### src/rtl/qracc_vector_sequencer.sv
// Vector sequencer: streams N activation vectors from the buffer into seq_acc and
// writes each result back, or a saturating element-wise sum of all results in accumulate mode.
module qracc_vector_sequencer #(
  parameter int inputBits      = 4,
  parameter int inputElements  = 128,
  parameter int outputBits     = 8,
  parameter int outputElements = 32,
  parameter int bufWidth       = 32,
  parameter int addrWidth      = 32
) (
  input  logic                                 clk,
  input  logic                                 nrst,
  input  logic                                 start_i,
  input  logic                                 clear_i,
  input  logic [15:0]                          cfg_num_vectors_i,
  input  logic                                 cfg_mode_i,
  input  logic [addrWidth-1:0]                 cfg_in_base_i,
  input  logic [addrWidth-1:0]                 cfg_out_base_i,
  output logic                                 busy_o,
  output logic                                 done_o,
  output logic                                 rd_en_o,
  output logic [addrWidth-1:0]                 rd_addr_o,
  input  logic [bufWidth-1:0]                  rd_data_i,
  output logic                                 wr_en_o,
  output logic [addrWidth-1:0]                 wr_addr_o,
  output logic [bufWidth-1:0]                  wr_data_o,
  output logic [inputElements*inputBits-1:0]   mac_data_o,
  output logic                                 mac_valid_o,
  input  logic                                 acc_ready_i,
  input  logic                                 acc_valid_i,
  input  logic [outputElements*outputBits-1:0] acc_data_i
);

  localparam int IN_W  = inputElements * inputBits;
  localparam int OUT_W = outputElements * outputBits;
  localparam int IW    = IN_W / bufWidth;
  localparam int OW    = OUT_W / bufWidth;
  localparam int KW    = $clog2(IW + 1);
  localparam int JW    = $clog2(OW + 1);

  localparam logic [KW-1:0]         K_LAST    = KW'(IW);
  localparam logic [KW-1:0]         K_LAST_RD = KW'(IW - 1);
  localparam logic [JW-1:0]         J_LAST    = JW'(OW - 1);
  localparam logic [addrWidth-1:0]  IW_A      = addrWidth'(IW);
  localparam logic [addrWidth-1:0]  OW_A      = addrWidth'(OW);
  localparam logic [outputBits-1:0] SAT_MAX   = {1'b0, {(outputBits-1){1'b1}}};
  localparam logic [outputBits-1:0] SAT_MIN   = {1'b1, {(outputBits-1){1'b0}}};

  typedef enum logic [2:0] {
    S_IDLE  = 3'd0,
    S_LOAD  = 3'd1,
    S_FIRE  = 3'd2,
    S_WAIT  = 3'd3,
    S_STORE = 3'd4,
    S_DONE  = 3'd5
  } state_t;

  state_t                r_state, w_state_next;
  logic [KW-1:0]         r_k, w_k_next;
  logic [JW-1:0]         r_j, w_j_next;
  logic [15:0]           r_v, w_v_next;
  logic [15:0]           r_num, w_num_next;
  logic                  r_mode, w_mode_next;
  logic [addrWidth-1:0]  r_vec_in, w_vec_in_next;
  logic [addrWidth-1:0]  r_vec_out, w_vec_out_next;
  logic [OUT_W-1:0]      r_result, w_result_next;
  logic [IN_W-1:0]       r_mac_data, w_mac_data_next;
  logic                  r_mac_valid, w_mac_valid_next;
  logic                  r_rd_en, w_rd_en_next;
  logic [addrWidth-1:0]  r_rd_addr, w_rd_addr_next;
  logic                  r_wr_en, w_wr_en_next;
  logic [addrWidth-1:0]  r_wr_addr, w_wr_addr_next;
  logic [bufWidth-1:0]   r_wr_data, w_wr_data_next;
  logic                  r_done, w_done_next;
  logic                  r_busy, w_busy_next;

  logic [OUT_W-1:0]      w_acc_sum;
  logic [OUT_W-1:0]      w_capture;
  logic                  w_last_vec;

  // Per-element signed add, one bit wider so overflow shows up as a sign disagreement
  for (genvar gi = 0; gi < outputElements; gi++) begin : g_sat
    logic [outputBits-1:0] w_a;
    logic [outputBits-1:0] w_b;
    logic [outputBits:0]   w_sum;
    assign w_a   = r_result[gi*outputBits +: outputBits];
    assign w_b   = acc_data_i[gi*outputBits +: outputBits];
    assign w_sum = {w_a[outputBits-1], w_a} + {w_b[outputBits-1], w_b};
    assign w_acc_sum[gi*outputBits +: outputBits] =
      (w_sum[outputBits] == w_sum[outputBits-1]) ? w_sum[outputBits-1:0] :
      (w_sum[outputBits] ? SAT_MIN : SAT_MAX);
  end

  assign w_capture  = (r_mode && (r_v != 16'd0)) ? w_acc_sum : acc_data_i;
  assign w_last_vec = (r_v == (r_num - 16'd1));

  always_comb begin
    w_state_next     = r_state;
    w_k_next         = r_k;
    w_j_next         = r_j;
    w_v_next         = r_v;
    w_num_next       = r_num;
    w_mode_next      = r_mode;
    w_vec_in_next    = r_vec_in;
    w_vec_out_next   = r_vec_out;
    w_result_next    = r_result;
    w_mac_data_next  = r_mac_data;
    w_mac_valid_next = r_mac_valid;
    w_rd_en_next     = r_rd_en;
    w_rd_addr_next   = r_rd_addr;
    w_wr_en_next     = r_wr_en;
    w_wr_addr_next   = r_wr_addr;
    w_wr_data_next   = r_wr_data;
    w_done_next      = 1'b0;

    case (r_state)
      S_IDLE: begin
        if (start_i) begin
          w_num_next     = cfg_num_vectors_i;
          w_mode_next    = cfg_mode_i;
          w_v_next       = 16'd0;
          w_vec_in_next  = cfg_in_base_i;
          w_vec_out_next = cfg_out_base_i;
          if (cfg_num_vectors_i == 16'd0) begin
            w_state_next = S_DONE;
            w_done_next  = 1'b1;
          end else begin
            w_state_next   = S_LOAD;
            w_k_next       = '0;
            w_rd_en_next   = 1'b1;
            w_rd_addr_next = cfg_in_base_i;
          end
        end
      end

      S_LOAD: begin
        // Data for the read issued in LOAD cycle k arrives during cycle k+1
        for (int i = 0; i < IW; i++) begin
          if (r_k == KW'(i + 1)) w_mac_data_next[i*bufWidth +: bufWidth] = rd_data_i;
        end
        if (r_k == K_LAST) begin
          w_state_next     = S_FIRE;
          w_mac_valid_next = 1'b1;
        end else begin
          w_k_next     = r_k + KW'(1);
          w_rd_en_next = (r_k < K_LAST_RD);
          if (r_k < K_LAST_RD) w_rd_addr_next = r_rd_addr + addrWidth'(1);
        end
      end

      S_FIRE: begin
        if (acc_ready_i) begin
          w_state_next     = S_WAIT;
          w_mac_valid_next = 1'b0;
        end
      end

      S_WAIT: begin
        if (acc_valid_i) begin
          w_result_next = w_capture;
          if (!r_mode || w_last_vec) begin
            w_state_next   = S_STORE;
            w_j_next       = '0;
            w_wr_en_next   = 1'b1;
            w_wr_addr_next = r_vec_out;
            w_wr_data_next = w_capture[bufWidth-1:0];
          end else begin
            w_state_next   = S_LOAD;
            w_v_next       = r_v + 16'd1;
            w_vec_in_next  = r_vec_in + IW_A;
            w_k_next       = '0;
            w_rd_en_next   = 1'b1;
            w_rd_addr_next = r_vec_in + IW_A;
          end
        end
      end

      S_STORE: begin
        if (r_j == J_LAST) begin
          w_wr_en_next = 1'b0;
          if (w_last_vec) begin
            w_state_next = S_DONE;
            w_done_next  = 1'b1;
          end else begin
            w_state_next   = S_LOAD;
            w_v_next       = r_v + 16'd1;
            w_vec_in_next  = r_vec_in + IW_A;
            w_vec_out_next = r_vec_out + OW_A;
            w_k_next       = '0;
            w_rd_en_next   = 1'b1;
            w_rd_addr_next = r_vec_in + IW_A;
          end
        end else begin
          w_j_next       = r_j + JW'(1);
          w_wr_addr_next = r_wr_addr + addrWidth'(1);
          for (int i = 1; i < OW; i++) begin
            if (r_j == JW'(i - 1)) w_wr_data_next = r_result[i*bufWidth +: bufWidth];
          end
        end
      end

      S_DONE: begin
        w_state_next = S_IDLE;
      end

      default: begin
        w_state_next = S_IDLE;
      end
    endcase

    // Abort wins over everything, including a start in the same cycle
    if (clear_i) begin
      w_state_next     = S_IDLE;
      w_rd_en_next     = 1'b0;
      w_wr_en_next     = 1'b0;
      w_mac_valid_next = 1'b0;
      w_done_next      = 1'b0;
      w_result_next    = '0;
    end

    w_busy_next = (w_state_next != S_IDLE);
  end

  always_ff @(posedge clk or negedge nrst) begin
    if (!nrst) begin
      r_state     <= S_IDLE;
      r_k         <= '0;
      r_j         <= '0;
      r_v         <= '0;
      r_num       <= '0;
      r_mode      <= 1'b0;
      r_vec_in    <= '0;
      r_vec_out   <= '0;
      r_result    <= '0;
      r_mac_data  <= '0;
      r_mac_valid <= 1'b0;
      r_rd_en     <= 1'b0;
      r_rd_addr   <= '0;
      r_wr_en     <= 1'b0;
      r_wr_addr   <= '0;
      r_wr_data   <= '0;
      r_done      <= 1'b0;
      r_busy      <= 1'b0;
    end else begin
      r_state     <= w_state_next;
      r_k         <= w_k_next;
      r_j         <= w_j_next;
      r_v         <= w_v_next;
      r_num       <= w_num_next;
      r_mode      <= w_mode_next;
      r_vec_in    <= w_vec_in_next;
      r_vec_out   <= w_vec_out_next;
      r_result    <= w_result_next;
      r_mac_data  <= w_mac_data_next;
      r_mac_valid <= w_mac_valid_next;
      r_rd_en     <= w_rd_en_next;
      r_rd_addr   <= w_rd_addr_next;
      r_wr_en     <= w_wr_en_next;
      r_wr_addr   <= w_wr_addr_next;
      r_wr_data   <= w_wr_data_next;
      r_done      <= w_done_next;
      r_busy      <= w_busy_next;
    end
  end

  assign busy_o      = r_busy;
  assign done_o      = r_done;
  assign rd_en_o     = r_rd_en;
  assign rd_addr_o   = r_rd_addr;
  assign wr_en_o     = r_wr_en;
  assign wr_addr_o   = r_wr_addr;
  assign wr_data_o   = r_wr_data;
  assign mac_data_o  = r_mac_data;
  assign mac_valid_o = r_mac_valid;

endmodule
### config.mk
export PLATFORM = sky130hd
export DESIGN_NAME = qracc_vector_sequencer
export DESIGN_NICKNAME = d
export VERILOG_FILES = /design/src/rtl/qracc_vector_sequencer.sv
export SDC_FILE = /design/constraint.sdc
export NUM_CORES = 2
export LEC_CHECK = 0
export CAP_MARGIN = 25
export CELL_PAD_IN_SITES_DETAIL_PLACEMENT = 2
export CELL_PAD_IN_SITES_GLOBAL_PLACEMENT = 2
export CORE_MARGIN = 5
export CORE_UTILIZATION = 30
export DETAILED_ROUTE_END_ITERATION = 8
export GPL_TIMING_DRIVEN = 0
export PLACE_DENSITY_LB_ADDON = 0.1
export SYNTH_ARGS = -nofsm -noshare
export SYNTH_HDL_FRONTEND = slang
export SYNTH_SLANG_ARGS = --single-unit
### constraint.sdc
create_clock -name clk -period 9.9 [get_ports clk]
set_input_delay 1.98 -clock clk [delete_from_list [all_inputs] [get_ports clk]]
set_output_delay 1.98 -clock clk [all_outputs]
set_load 0.1 [all_outputs]
==> summary by stage <==
Run status
The flow ran to the end, and the final reports show no timing, DRC or antenna violations.

Floorplan
The die is 445 um tall. In this run the core area contains between 150 and 200 standard-cell rows. The die outline width is 445 um. The number of top-level pins is 988. The floorplan step defined a die boundary enclosing between 0.15 and 0.2 sq mm. The area of the placeable core is approximately 0.19 sq mm.

The effective utilization at floorplan is 30.2%.

Yosys
By area the synthesized netlist is led by sky130_fd_sc_hd__dfrtp_1 43%, sky130_fd_sc_hd__mux2_2 10%, sky130_fd_sc_hd__ha_1 7.3%. The dominant combinational cell family by area after synthesis is compound AO/OA/AOI/OAI gates. Summing the areas of all compound-gate instances in the mapped netlist gives between 10% and 20% of the synthesized area. The share of Yosys cell area claimed by the top area cell type is between 40% and 50%. The xor and xnor area share after synthesis is 3.74%.

The flip-flop cell with the highest count after synthesis is sky130_fd_sc_hd__dfrtp_1. By count the netlist is led by 978 x sky130_fd_sc_hd__dfrtp_1, 525 x sky130_fd_sc_hd__a21oi_1, 521 x sky130_fd_sc_hd__mux2_2, 447 x sky130_fd_sc_hd__nand2_1, 395 x sky130_fd_sc_hd__nor2_1. After synthesis, the mean cell area works out to approximately 10 sq um. The number of nets in the synthesized netlist is 6428. The number of warning messages in the yosys log is 0. The number of instances in the synthesized netlist is 5690. The number of distinct library cells after synthesis is 88. The synthesized netlist devotes between 10% and 20% of its cell area to simple gates.

The post-synthesis cell area is around 0.057 sq mm. The synthesized design spends more area on one cell type than any other, namely sky130_fd_sc_hd__dfrtp_1. Of all flip-flops after synthesis, the portion carrying an async set or reset was 100%. In the post-synthesis netlist, the cell with the most instances is sky130_fd_sc_hd__dfrtp_1. The multiplexer area fraction after synthesis is ~11%.

The post-synthesis register bit count is ~980. The register area share after synthesis is 43.1%. Summing the areas of all fa, ha and maj instances in the mapped netlist gives under 10% of the synthesized area.

The number of flops mapped to enable cells by yosys is 0.

Global route
The number of antenna violations at the first check in global routing is just over 70. Entering global routing, the biggest net connects 163 pins. The global routing met1 resource utilization is between 30% and 40%. Summed over all layers, the global routing overflow is 0. Global routing used around half of the available met2 tracks. Global routing used 30.4% of the available tracks across all layers.

The met3 global-route usage is 5.71%. The most heavily used metal layer in global routing is met2. The number of global-route vias before repair is between 50000 and 60000.

The wire length of the first global-routing pass is approximately 440000 um.

Placed design
The routability congestion estimate from global placement is 0.924. The total of buffers placed on input and output ports is 986. The HPWL reported at the end of detailed placement is 242000 um.

Drt
The detail route stage leaves a number of antenna-violating nets equal to 0. In the final routed layout, each cell accounts on average for approximately 32 um. In this run, the number of DRC markers left after iteration 0 of detailed routing was ~3000.

In the routed design, unresolved DRC markers number 0. The count of vias placed by the detailed router is between 50000 and 60000. After detailed routing, the number of vias per cell comes to approximately 5.5. The total length of routed wires is 311000 um. The first detailed-routing pass ran for 5 iterations.

Setup path
For this run, the slowest stage of the critical path takes approximately 0.6 ns. Traced cell by cell, the critical path runs through clkdlybuf4s50_1 -> ha_1 -> fa_1 -> a21o_1 -> a21oi_1 -> nor2b_1 -> o31a_1 -> o21ai_0 -> ha_1 -> o211ai_1 -> o21ai_0 -> mux2i_1 -> o21ai_0 -> mux2_1. The signal arrival time at the worst endpoint is ~6.4 ns.

The master of the slowest instance on the critical path is sky130_fd_sc_hd__clkdlybuf4s50_1. The worst setup path is captured at a register. The worst setup path is launched from an input port.

Of all nets on the critical path, the largest fanout is 8. The most frequent cell on the critical path is sky130_fd_sc_hd__o21ai_0. The class of the most critical setup path is in -> reg.

The data required time of the worst path is ~11 ns.

Power and ir drop
The power per standard cell area is approximately 210 mW/mm^2. The clock network burns between 20% and 30% of the power. Of the total power, the share spent switching nets is approximately 45%. The total leakage power is approximately 0.032 uW. The internal power of the cells totals ~9000 uW. Of the total power, registers draw between 30% and 40%.

The power share of the combinational group is 40.1%. Across the VDD grid, the largest voltage drop is roughly 0.34 mV. The net load switching power is about 7200 uW.

CTS
The number of CTS-inserted buffers is 130. Clock-pin slew was measured on the worst setup and hold paths at about 0.06 ns. In this run the post-CTS setup repair buffer count came out at 0. After clock tree synthesis, the repair step resized 0 gates. The total clock sinks is between 900 and 1000.

The CTS tree is yes. The cell at the root of the clock tree is sky130_fd_sc_hd__clkbuf_16. After clock tree synthesis, the flow added hold-fix buffers numbering 0. The clock latency of the later-clocked register in the worst-skew pair is 0.79 ns. The clock tree synthesis step divided the H-tree into 4 levels.

The number of buffers between clock root and the deepest sink is 3.

STA
The worst-case headroom to the max-slew limit is a little under a quarter. Setup repair after global routing left no endpoint under its margin. The worst path uses around 58% of the clock period. The transition time at the pin with the least slew margin is 1.16 ns. The count of final hold-check violations came to 0. The final-report max-slew violation count was 0. The time the final worst path needs with I/O delays and setup is about 5.7 ns. The maximum clock skew at final layout is around 0.029 ns.

The final hold slack is 0.482 ns. For this run, the top clock speed supported by timing is 0.175 GHz. The final-report setup violation count is 0. The final setup TNS is 0 ns.

Final layout
The area growth from synthesis to layout is 35.8%. The final core area utilization is just over 40%. The share of layout cells above drive strength 1 is 12.5%. For this run, the post-layout net count is approximately 7700.

Job
The max-capacitance violation count is 0.

Min path
The type of the worst min-delay path is reg -> reg.
[registers in the layout (all words and copies together) (netlist names)]
name and flops:
r_result 256, wr_addr_o 32, rd_en_o 1, r_mode 1, r_v 16, done_o 1, r_vec_out 32, r_k 5
busy_o 1, mac_valid_o 1, r_vec_in 32, rd_addr_o 32, r_state 3, r_j 4, mac_data_o 512, r_num 16
wr_en_o 1, wr_data_o 32
[cells by family (layout without fill, tap and decap cells)]
logic type,count (synthesis),in the layout
AND/OR/NAND/NOR,1389,1389
flip-flops,978,978
AO/OA/AOI/OAI,1620,1620
multiplexers,563,563
adder cells (fa/ha/maj),363,363
XOR/XNOR,242,242
buffers and inverters,535,1866
other,0,43
[cell usage in the layout, fill, tap and decap left out, types with 65 or more instances in the layout]
master / count
sky130_fd_sc_hd__clkbuf_1: 308
sky130_fd_sc_hd__o21bai_1: 88
sky130_fd_sc_hd__nor3_1: 140
sky130_fd_sc_hd__buf_16: 105
sky130_fd_sc_hd__mux2_2: 521
sky130_fd_sc_hd__a211o_1: 109
sky130_fd_sc_hd__dfrtp_1: 978
sky130_fd_sc_hd__nor2_1: 395
sky130_fd_sc_hd__clkdlybuf4s50_1: 985
sky130_fd_sc_hd__nand3_1: 81
sky130_fd_sc_hd__a21oi_1: 525
sky130_fd_sc_hd__nand2_1: 447
sky130_fd_sc_hd__xnor2_1: 213
sky130_fd_sc_hd__nand2b_1: 77
sky130_fd_sc_hd__inv_1: 171
sky130_fd_sc_hd__o211ai_1: 121
sky130_fd_sc_hd__o21ai_0: 233
sky130_fd_sc_hd__nor4_1: 65
sky130_fd_sc_hd__clkbuf_16: 131
sky130_fd_sc_hd__buf_1: 70
sky130_fd_sc_hd__ha_1: 331
sky130_fd_sc_hd__a21o_1: 70
sky130_fd_sc_hd__a211oi_1: 172
[power by group through the flow]
stage	sequential [uW]	combinational, uW	clock [uW]
CTS	4920	6490	4840
detailed placement	4970	6450	0
floorplan	8110	1000	0
global placement	4960	6110	0
global route	4990	6630	5000
finish	4930	6470	4740
[critical path: cells and delay by family]
kind                     cells  cell delay, ns
AND/OR/NAND/NOR              1            0.11
adder cells (fa/ha/maj)      3            1.17
buffers and inverters        1            0.61
AO/OA/AOI/OAI                7            1.71
multiplexers                 2            0.78
[metrics by stage]
stage | power, uW | std cells | area (sq um) | setup slack, ns
4_1_cts | 16300 | 9511 | 76900 | 4.23
3_5_place_dp | 11400 | 9288 | 72800 | 3.45
2_1_floorplan | 9110 | 5690 | 56700 | 5.10
6_report | 16100 | 9559 | 77000 | 4.18
3_3_place_gp | 11100 | 9171 | 69700 | -43.04
5_1_grt | 16600 | 9546 | 77000 | 4.07
[routing by layer]
metal  share of wire (%)  vias to the layer above  wire length (um)
li1                    -                    23200                 -
met1                  41                    27900            129000
met2                  48                     1378            150000
met3                 5.0                      512             15600
met4                 5.2                       26             16200
met5               0.058                        -               179
[area by class of cell]
cell class                      count  area (sq um)
Timing Repair Buffer             1108         13000
Antenna cell                       43           108
Fill cell                       19900        111000
Clock buffer                      188          3710
Multi-Input combinational cell   4177         30200
Tap cell                         2495          3120
Buffer                            364          1400
Sequential cell                   978         24500
Inverter                          171           642
Clock inverter                     35           379
[path summary, 6_finish.rpt]
path / end / startpoint / depth (start not counted) / slack [ns]
hold reg to reg: wr_data_o[20] / wr_data_o[20] / 2 / 0.48
setup reg to reg: wr_data_o[4] / r_j[1] / 12 / 4.87
min in group asynchronous: wr_addr_o[12] / nrst / 1 / 1.15
setup / recovery: wr_data_o[18] / acc_data_i[16] / 14 / 4.18
max in group asynchronous: mac_data_o[476] / nrst / 4 / 6.22
hold / removal: wr_data_o[20] / wr_data_o[20] / 2 / 0.48
Note: power is estimated with default switching activity, not from simulation.
